<file path="config.mk">
export PLATFORM = sky130hd
export DESIGN_NAME = uart_rx_os
export DESIGN_NICKNAME = d
export VERILOG_FILES = /design/src/rtl/uart_pkg.sv /design/src/rtl/uart_sync.sv /design/src/rtl/uart_rx_os.sv
export SDC_FILE = /design/constraint.sdc
export NUM_CORES = 1
export LEC_CHECK = 0
export CORE_ASPECT_RATIO = 0.5
export CORE_UTILIZATION = 30
export CTS_CLUSTER_DIAMETER = 60
export CTS_CLUSTER_SIZE = 14
export DETAILED_ROUTE_END_ITERATION = 10
export GPL_TIMING_DRIVEN = 0
export PLACE_DENSITY = 0.56
export SETUP_SLACK_MARGIN = 0.15
export SYNTH_ARGS = -nofsm -noshare
export SYNTH_HDL_FRONTEND = slang
export SYNTH_SLANG_ARGS = --single-unit
</file>
<file path="constraint.sdc">
create_clock -name clk -period 1.57 [get_ports clk]
set_input_delay 0.471 -clock clk [delete_from_list [all_inputs] [get_ports clk]]
set_output_delay 0.471 -clock clk [all_outputs]
set_load 0.1 [all_outputs]
</file>
<file path="src/rtl/uart_pkg.sv">
// Shared UART definitions: FSM state encoding, the IDLE/BREAK state constants
// and the idle line level, reusable by both receiver and transmitter.
package uart_pkg;

    typedef enum logic [2:0] {
        ST_IDLE   = 3'd0,
        ST_START  = 3'd1,
        ST_DATA   = 3'd2,
`ifdef UART_RX_PARITY_EN
        ST_PARITY = 3'd3,
`endif
        ST_STOP   = 3'd4,
        ST_BREAK  = 3'd5
    } uart_state_t;

    localparam uart_state_t UART_IDLE_STATE  = ST_IDLE;
    localparam uart_state_t UART_BREAK_STATE = ST_BREAK;
    localparam logic        LINE_IDLE        = 1'b1;

    // True when data bits plus the received parity bit disagree with the chosen sense.
    function automatic logic parity_mismatch(input logic data_xor, input logic par_bit,
                                             input logic odd);
        return (data_xor ^ par_bit) != odd;
    endfunction

endpackage

</file>
<file path="src/rtl/uart_sync.sv">
// Two-flop synchronizer for an asynchronous single-bit input; both flops
// reset to RESET_VAL so a quiet line does not look like an edge after reset.
module uart_sync #(
    parameter logic RESET_VAL = 1'b1
) (
    input  logic clk,
    input  logic rst,
    input  logic d,
    output logic q
);

    logic meta;

    always_ff @(posedge clk or negedge rst) begin
        if (!rst) begin
            meta <= RESET_VAL;
            q    <= RESET_VAL;
        end else begin
            meta <= d;
            q    <= meta;
        end
    end

endmodule

</file>
<file path="src/rtl/uart_rx_os.sv">
// Oversampling UART receiver, LSB first, mid-bit sampling, break detection.
// Define UART_RX_PARITY_EN to add a parity bit (PARITY_ODD selects its sense).
module uart_rx_os
    import uart_pkg::*;
#(
    parameter int DATA_BITS    = 8,
    parameter int CLKS_PER_BIT = 16,
    parameter bit PARITY_ODD   = 1'b0
) (
    input  logic                 clk,
    input  logic                 rst,
    input  logic                 data_r,
    output logic [DATA_BITS-1:0] data_out,
    output logic                 data_valid,
    output logic                 frame_err,
    output logic                 parity_err,
    output logic                 busy,
    output uart_state_t          state
);

    localparam int CNT_W = $clog2(CLKS_PER_BIT);
    localparam int IDX_W = $clog2(DATA_BITS);
    localparam logic [CNT_W-1:0] HALF_LAST = CNT_W'(CLKS_PER_BIT / 2 - 1);
    localparam logic [CNT_W-1:0] FULL_LAST = CNT_W'(CLKS_PER_BIT - 1);
    localparam logic [IDX_W-1:0] IDX_LAST  = IDX_W'(DATA_BITS - 1);

    logic                 line;
    logic                 line_q;
    logic [CNT_W-1:0]     cnt;
    logic [IDX_W-1:0]     bit_idx;
    logic [DATA_BITS-1:0] shreg;
`ifdef UART_RX_PARITY_EN
    logic                 par_lat;
`endif

    uart_sync #(.RESET_VAL(LINE_IDLE)) u_sync (
        .clk (clk),
        .rst (rst),
        .d   (data_r),
        .q   (line)
    );

    assign busy = (state != UART_IDLE_STATE);

`ifndef UART_RX_PARITY_EN
    assign parity_err = PARITY_ODD & 1'b0;
`endif

    always_ff @(posedge clk or negedge rst) begin
        if (!rst) begin
            state      <= ST_IDLE;
            line_q     <= LINE_IDLE;
            cnt        <= '0;
            bit_idx    <= '0;
            shreg      <= '0;
            data_out   <= '0;
            data_valid <= 1'b0;
            frame_err  <= 1'b0;
`ifdef UART_RX_PARITY_EN
            parity_err <= 1'b0;
            par_lat    <= 1'b0;
`endif
        end else begin
            line_q     <= line;
            data_valid <= 1'b0;
            frame_err  <= 1'b0;
`ifdef UART_RX_PARITY_EN
            parity_err <= 1'b0;
`endif
            case (state)
                ST_IDLE: begin
                    if (line_q && !line) begin
                        state <= ST_START;
                        cnt   <= '0;
                    end
                end
                ST_START: begin
                    if (cnt == HALF_LAST) begin
                        cnt <= '0;
                        if (!line) begin
                            state   <= ST_DATA;
                            bit_idx <= '0;
`ifdef UART_RX_PARITY_EN
                            par_lat <= 1'b0;
`endif
                        end else begin
                            state <= ST_IDLE;
                        end
                    end else begin
                        cnt <= cnt + CNT_W'(1);
                    end
                end
                // Counter was cleared at the start-bit middle, so a full period lands mid-bit.
                ST_DATA: begin
                    if (cnt == FULL_LAST) begin
                        cnt     <= '0;
                        shreg   <= {line, shreg[DATA_BITS-1:1]};
                        bit_idx <= bit_idx + IDX_W'(1);
                        if (bit_idx == IDX_LAST) begin
`ifdef UART_RX_PARITY_EN
                            state <= ST_PARITY;
`else
                            state <= ST_STOP;
`endif
                        end
                    end else begin
                        cnt <= cnt + CNT_W'(1);
                    end
                end
`ifdef UART_RX_PARITY_EN
                ST_PARITY: begin
                    if (cnt == FULL_LAST) begin
                        cnt     <= '0;
                        par_lat <= parity_mismatch(^shreg, line, PARITY_ODD);
                        state   <= ST_STOP;
                    end else begin
                        cnt <= cnt + CNT_W'(1);
                    end
                end
`endif
                ST_STOP: begin
                    if (cnt == FULL_LAST) begin
                        cnt <= '0;
                        if (line) begin
                            data_out   <= shreg;
                            data_valid <= 1'b1;
`ifdef UART_RX_PARITY_EN
                            parity_err <= par_lat;
`endif
                            state      <= ST_IDLE;
                        end else begin
                            frame_err <= 1'b1;
                            state     <= UART_BREAK_STATE;
                        end
                    end else begin
                        cnt <= cnt + CNT_W'(1);
                    end
                end
                // Only a high line releases BREAK, so a held-low line yields one error.
                ST_BREAK: begin
                    if (line) begin
                        state <= ST_IDLE;
                    end
                end
                default: begin
                    state <= ST_IDLE;
                    cnt   <= '0;
                end
            endcase
        end
    end

endmodule

</file>
Word-level counts from Yosys, hierarchy flattened

Index checks and enable logic that the tools add are counted.
Widths: inputs -> output; s select.

Register bits: 31
Bits of input ports: 3
Word-level logic and storage cells: 61

Add/sub/neg operators: 2
Eq/ne operators: 14
Muxes and demuxes: 23
Bitwise logic cells: 1
Reduce and logical (&&, ||, !) cells: 11

Operators by type and width:

| operator            | number |
|---|---|
| $mux 3              | 10 |
| $pmux 4 s4          | 1 |
| $pmux 3 s5          | 1 |
| $mux 4              | 3 |
| $ne 2x2->1 const B  | 6 |
| $eq 3x3->1 const B  | 3 |
| $mux 1              | 6 |
| $pmux 3 s2          | 1 |
| $reduce_and 6->1    | 1 |
| $add 4x1->4 const B | 1 |
| $eq 4x3->1 const B  | 1 |
| $eq 4x4->1 const B  | 1 |
| $reduce_and 2->1    | 2 |
| $reduce_and 4->1    | 1 |
| $add 3x1->3 const B | 1 |
| $eq 3x1->1 const B  | 1 |
| $eq 3x2->1 const B  | 1 |
| $logic_not 3->1     | 1 |
| $reduce_and 3->1    | 1 |
| $reduce_bool 3->1   | 1 |
| $mux 2              | 1 |
| $ne 2x1->1 const B  | 1 |
| $reduce_bool 2->1   | 1 |
| $reduce_or 2->1     | 1 |
| 3 further kinds     | 3 |

Logic depth before layout (Yosys ltp)

Depth after elaboration: 4
Depth in mapped cells: 5
Mapped depth without buffers: 5

Modules after synthesis

Synthesis repeated with hierarchy kept, for this count alone.

Cell total of the unflattened synthesis: 113
Area, all modules: 1,380.1 um^2

Modules (own cells, without submodules):

| module     | instances | cells each | area each (um^2) | sequential area each (um^2) |
|---|---|---|---|---|
| uart_rx_os | 1         | 111        | 1,327.5          | 726.9 |
| uart_sync  | 1         | 2          | 52.6             | 52.6 |

Worst setup path before layout

OpenSTA, ideal clock, no wires.

Kind: reg2out
Start: reg state[0]
End: out busy
Arrival time: 2.049 ns
Data required time: 1.099 ns
Slack: -0.950 ns
Stages on the path, launching flop included: 4
Buffers on the path: 1
Cells stage by stage: dfrtp_1 -> buf_2 -> nor2_1 -> nand2_1

Word-level cells in the longest chain between the ends: 1

Ends and longest elaborated chain:

| what                   | line             | text |
|---|---|---|
| start, declared        | uart_rx_os.sv:18 | `output uart_state_t state` |
| start signal, assigned | uart_rx_os.sv:51 | `state <= ST_IDLE;` |
| start signal, assigned | uart_rx_os.sv:73 | `state <= ST_START;` |
| start signal, assigned | uart_rx_os.sv:81 | `state <= ST_DATA;` |
| $reduce_bool 3->1      | uart_rx_os.sv:43 | `assign busy = (state != UART_IDLE_STATE);` |
| end, declared          | uart_rx_os.sv:17 | `output logic busy,` |

No other way between the ends.

Final worst setup path

Same ends and word-level chain as after synthesis.

==> results by group <==
Outcome
  – Outcome: finished, violations left
  – Failing checks: negative setup slack

Pwr
  – Comb power frac: 0.436
  – Net switching power figure: 1.10 mW
  – P per Cell Area: 1370 mW/mm^2
  – Sequential share of power: 0.345
  – Max IR drop VDD: 0.563 mV
  – Power Internal: 1.75 mW
  – Clock power frac: 0.219
  – Switching Fraction: 0.385
  – Leakage: 0.956 nW

Worst setup path
  – Critical Path RT: 1100 ps
  – Worst r2r src: state[0]$_DFFE_PN0P_
  – CP Max Fanout: 3
  – Max incr delay on CP: 490 ps
  – Worst path arrival time: 1230 ps
  – Slowest-stage cell, CP: dfrtp_4
  – Cell family with most CP delay: flip-flops
  – Critical path, cell by cell: buf_8 -> nor2_4 -> nand2_4 -> buf_12
  – Buf/Inv on CP: 2
  – WS Path Type: reg2out
  – FF-to-FF setup slack: -90 ps
  – Critical Path Source: state[0]$_DFFE_PN0P_
  – Crit end category: output pin
  – Critical path launch point type: flop

Timing
  – Actual slew at the worst max-slew pin: 675 ps
  – Ratio of final minimum period to clock period: 1.08
  – Fmax: 588 MHz
  – Final Setup Violations: 21
  – Unrepaired setup endpoints after global routing: true
  – Clock skew: 5.72 ps
  – WHS: 217 ps
  – Final-report max-slew violation count: 0
  – Final critical-path required period: 1700 ps
  – Worst slew margin relative to its limit: 0.550
  – Final hold viol count: 0
  – PnR worst setup slack: -129 ps

Yosys
  – Post-Syn Area: 0.00135 mm^2
  – Syn_nets: 107
  – Unique masters post-synth: 34
  – Cell taking the most area after synthesis: dfrtp_1
  – Top-area cell type share of the netlist area: 0.519
  – Ys async rst share: 1.00
  – Ys Warns: 0
  – Seq cells post-synth: 31
  – Largest cells by area after synthesis: dfrtp_1 (52%), mux2_2 (15%), dfstp_2 (5.8%)
  – Number of enable flip-flop cells after synthesis: 0
  – Register area share after synthesis: 0.578
  – Post-synth top flop: dfrtp_1
  – Syn Inst Count: 101
  – Mapped Avg Cell Area: 13.4 um^2

Global routing
  – Tot GR Track Use: 0.127
  – Grt total ovfl: 0
  – Vias in the first global route: 954
  – First-pass GRT wire length: 4.66 mm
  – Pin count of the biggest net entering global routing: 32
  – Initial antenna violation count: 0

Floorplanning
  – Die H: 49.4 um
  – Chip width: 96.8 um
  – I/O pin count: 18
  – Initial Utilization: 0.329
  – Full die area: 0.00478 mm^2
  – CORE AREA: 0.00410 mm^2
  – Std-Cell Rows: 16

Placed design
  – GPL Wtd Cong: 0.795
  – DP Wirelength: 1.54 mm
  – PortBufs: 16

Clocking
  – H-tree depth: 2
  – CTS clock-pin slew for the worst setup and hold paths: 70 ps
  – CTS Root Cell: clkbuf_8
  – Clock buffer depth: 2
  – Post-CTS Hold Buffers: 0
  – TritonCTS Sinks: 31
  – Worst-Skew Late Latency: 290 ps
  – CTS tree: yes
  – Inserted Clock Buffers: 5

Detailed routing
  – Drc violations: 0
  – WL per Instance: 13.9 um
  – Initial DRC count: 27
  – Routed WL: 2.72 mm
  – First-pass iteration count of the detailed router: 4
  – Vias: 951
  – Vias per std cell: 4.85
  – Antenna viol nets, final: 0

Final layout
  – Most common cell after layout, fill and taps aside: dfrtp_1
  – Most frequent cells in the layout: dfrtp_1 (25), mux2_4 (16), buf_6 (15), buf_4 (13), clkbuf_8 (5)
  – Area delta synth->final: 54.1%
  – Final core occ: 0.506
  – NumNets Final: 147
  – Diode count: 0
  – Fraction of layout cells with a size suffix above 1: 0.606
  – Fillers: 347

Worst hold path
  – Worst hold path type: in2async

Job
  – Max cap viols: 0
==> timing repair <==
item,CTS,global route
pin swaps,5,4
buffers inserted,14,1
resized for setup,126,15
cloned,2,0
endpoints found under the setup margin,40,37
==> worst reg2reg max path, stage by stage (launching register included) <==
cell and delay, ps:
dfrtp_4 420, buf_8 120, buf_4 150, inv_2 70, a221o_1 380, and2_4 160
mux2_2 250
==> routing by layer <==
layer,up-vias,GRT usage,wire length [um],part of all wire
li1,447,-,-,-
met1,473,0.176,1390,0.51
met2,26,0.182,1180,0.43
met3,5,0.0430,108,0.040
met4,0,0.0522,44,0.016
met5,-,0,0,0
==> final cells by class <==
class / instances / area (um^2) / area share
plain buffers: 5 / 63.8 / 0.0307
clock buffers: 5 / 68.8 / 0.0331
clock inverters: 3 / 20.0 / 0.00963
inverters: 3 / 16.3 / 0.00783
multi-input cells: 62 / 681 / 0.328
flip-flops and latches: 31 / 791 / 0.380
well taps: 54 / 67.6 / 0.0325
repair buffers: 33 / 370 / 0.178
==> power by group through the flow <==
stage | logic [mW] | registers [mW] | clock network [mW]
2_1_floorplan | 0.560 | 1.12 | 0
3_3_place_gp | 0.862 | 0.988 | 0
3_5_place_dp | 0.867 | 0.990 | 0
4_1_cts | 1.20 | 0.981 | 0.644
5_1_grt | 1.32 | 0.994 | 0.692
6_report | 1.24 | 0.983 | 0.625
==> through the flow <==
stage	setup TNS [ps]	setup slack [ps]	cell area, um^2	total power [mW]	std cells
after global routing	-2210	-176	2080	3.01	196
after floorplan	-1920	-120	1420	1.68	101
after global placement	-26390	-767	1650	1.85	171
after detailed placement	-9030	-735	1640	1.86	171
final	-1010	-129	2080	2.85	196
after CTS	-641	-137	2010	2.82	195
==> cells in the mapped netlist, types with 2 or more instances <==
master,instances
dfrtp_1,28
mux2_2,18
a21oi_1,4
a22o_1,4
nand2_1,4
buf_2,3
dfstp_2,3
ha_1,3
nand3_1,3
nor2_1,3
buf_4,2
inv_1,2
nor4_1,2
o21ai_0,2
==> kinds of logic after synthesis <==
| family | after synthesis | share of synthesized area |
|---|---|---|
| other cells | 1 | 0.00278 |
| buf+inv | 8 | 0.0306 |
| xor+xnor | 2 | 0.0130 |
| fa+ha+maj | 3 | 0.0278 |
| simple gates | 20 | 0.0974 |
| mux | 18 | 0.150 |
| compound gates | 18 | 0.100 |
| flops | 31 | 0.578 |
==> state kept, by name (all words and copies together), names as in the netlist <==
signal and flops:
bit_idx 3, cnt 4, data_out 8, data_valid 1
frame_err 1, line_q 1, shreg 8, state 3
u_sync.meta 1, u_sync.q 1
==> worst paths after layout <==
path / to / cells after the start
max reg2reg: cnt[0]$_DFFE_PN0P_ / 6
min reg2reg: u_sync.q$_DFF_PN1_ / 0
max in group asynchronous: state[1]$_DFFE_PN0P_ / 1
max: busy / 4
min: shreg[2]$_DFFE_PN0P_ / 1
min in group clk: u_sync.q$_DFF_PN1_ / 0
(Power assumes the default switching activity.)
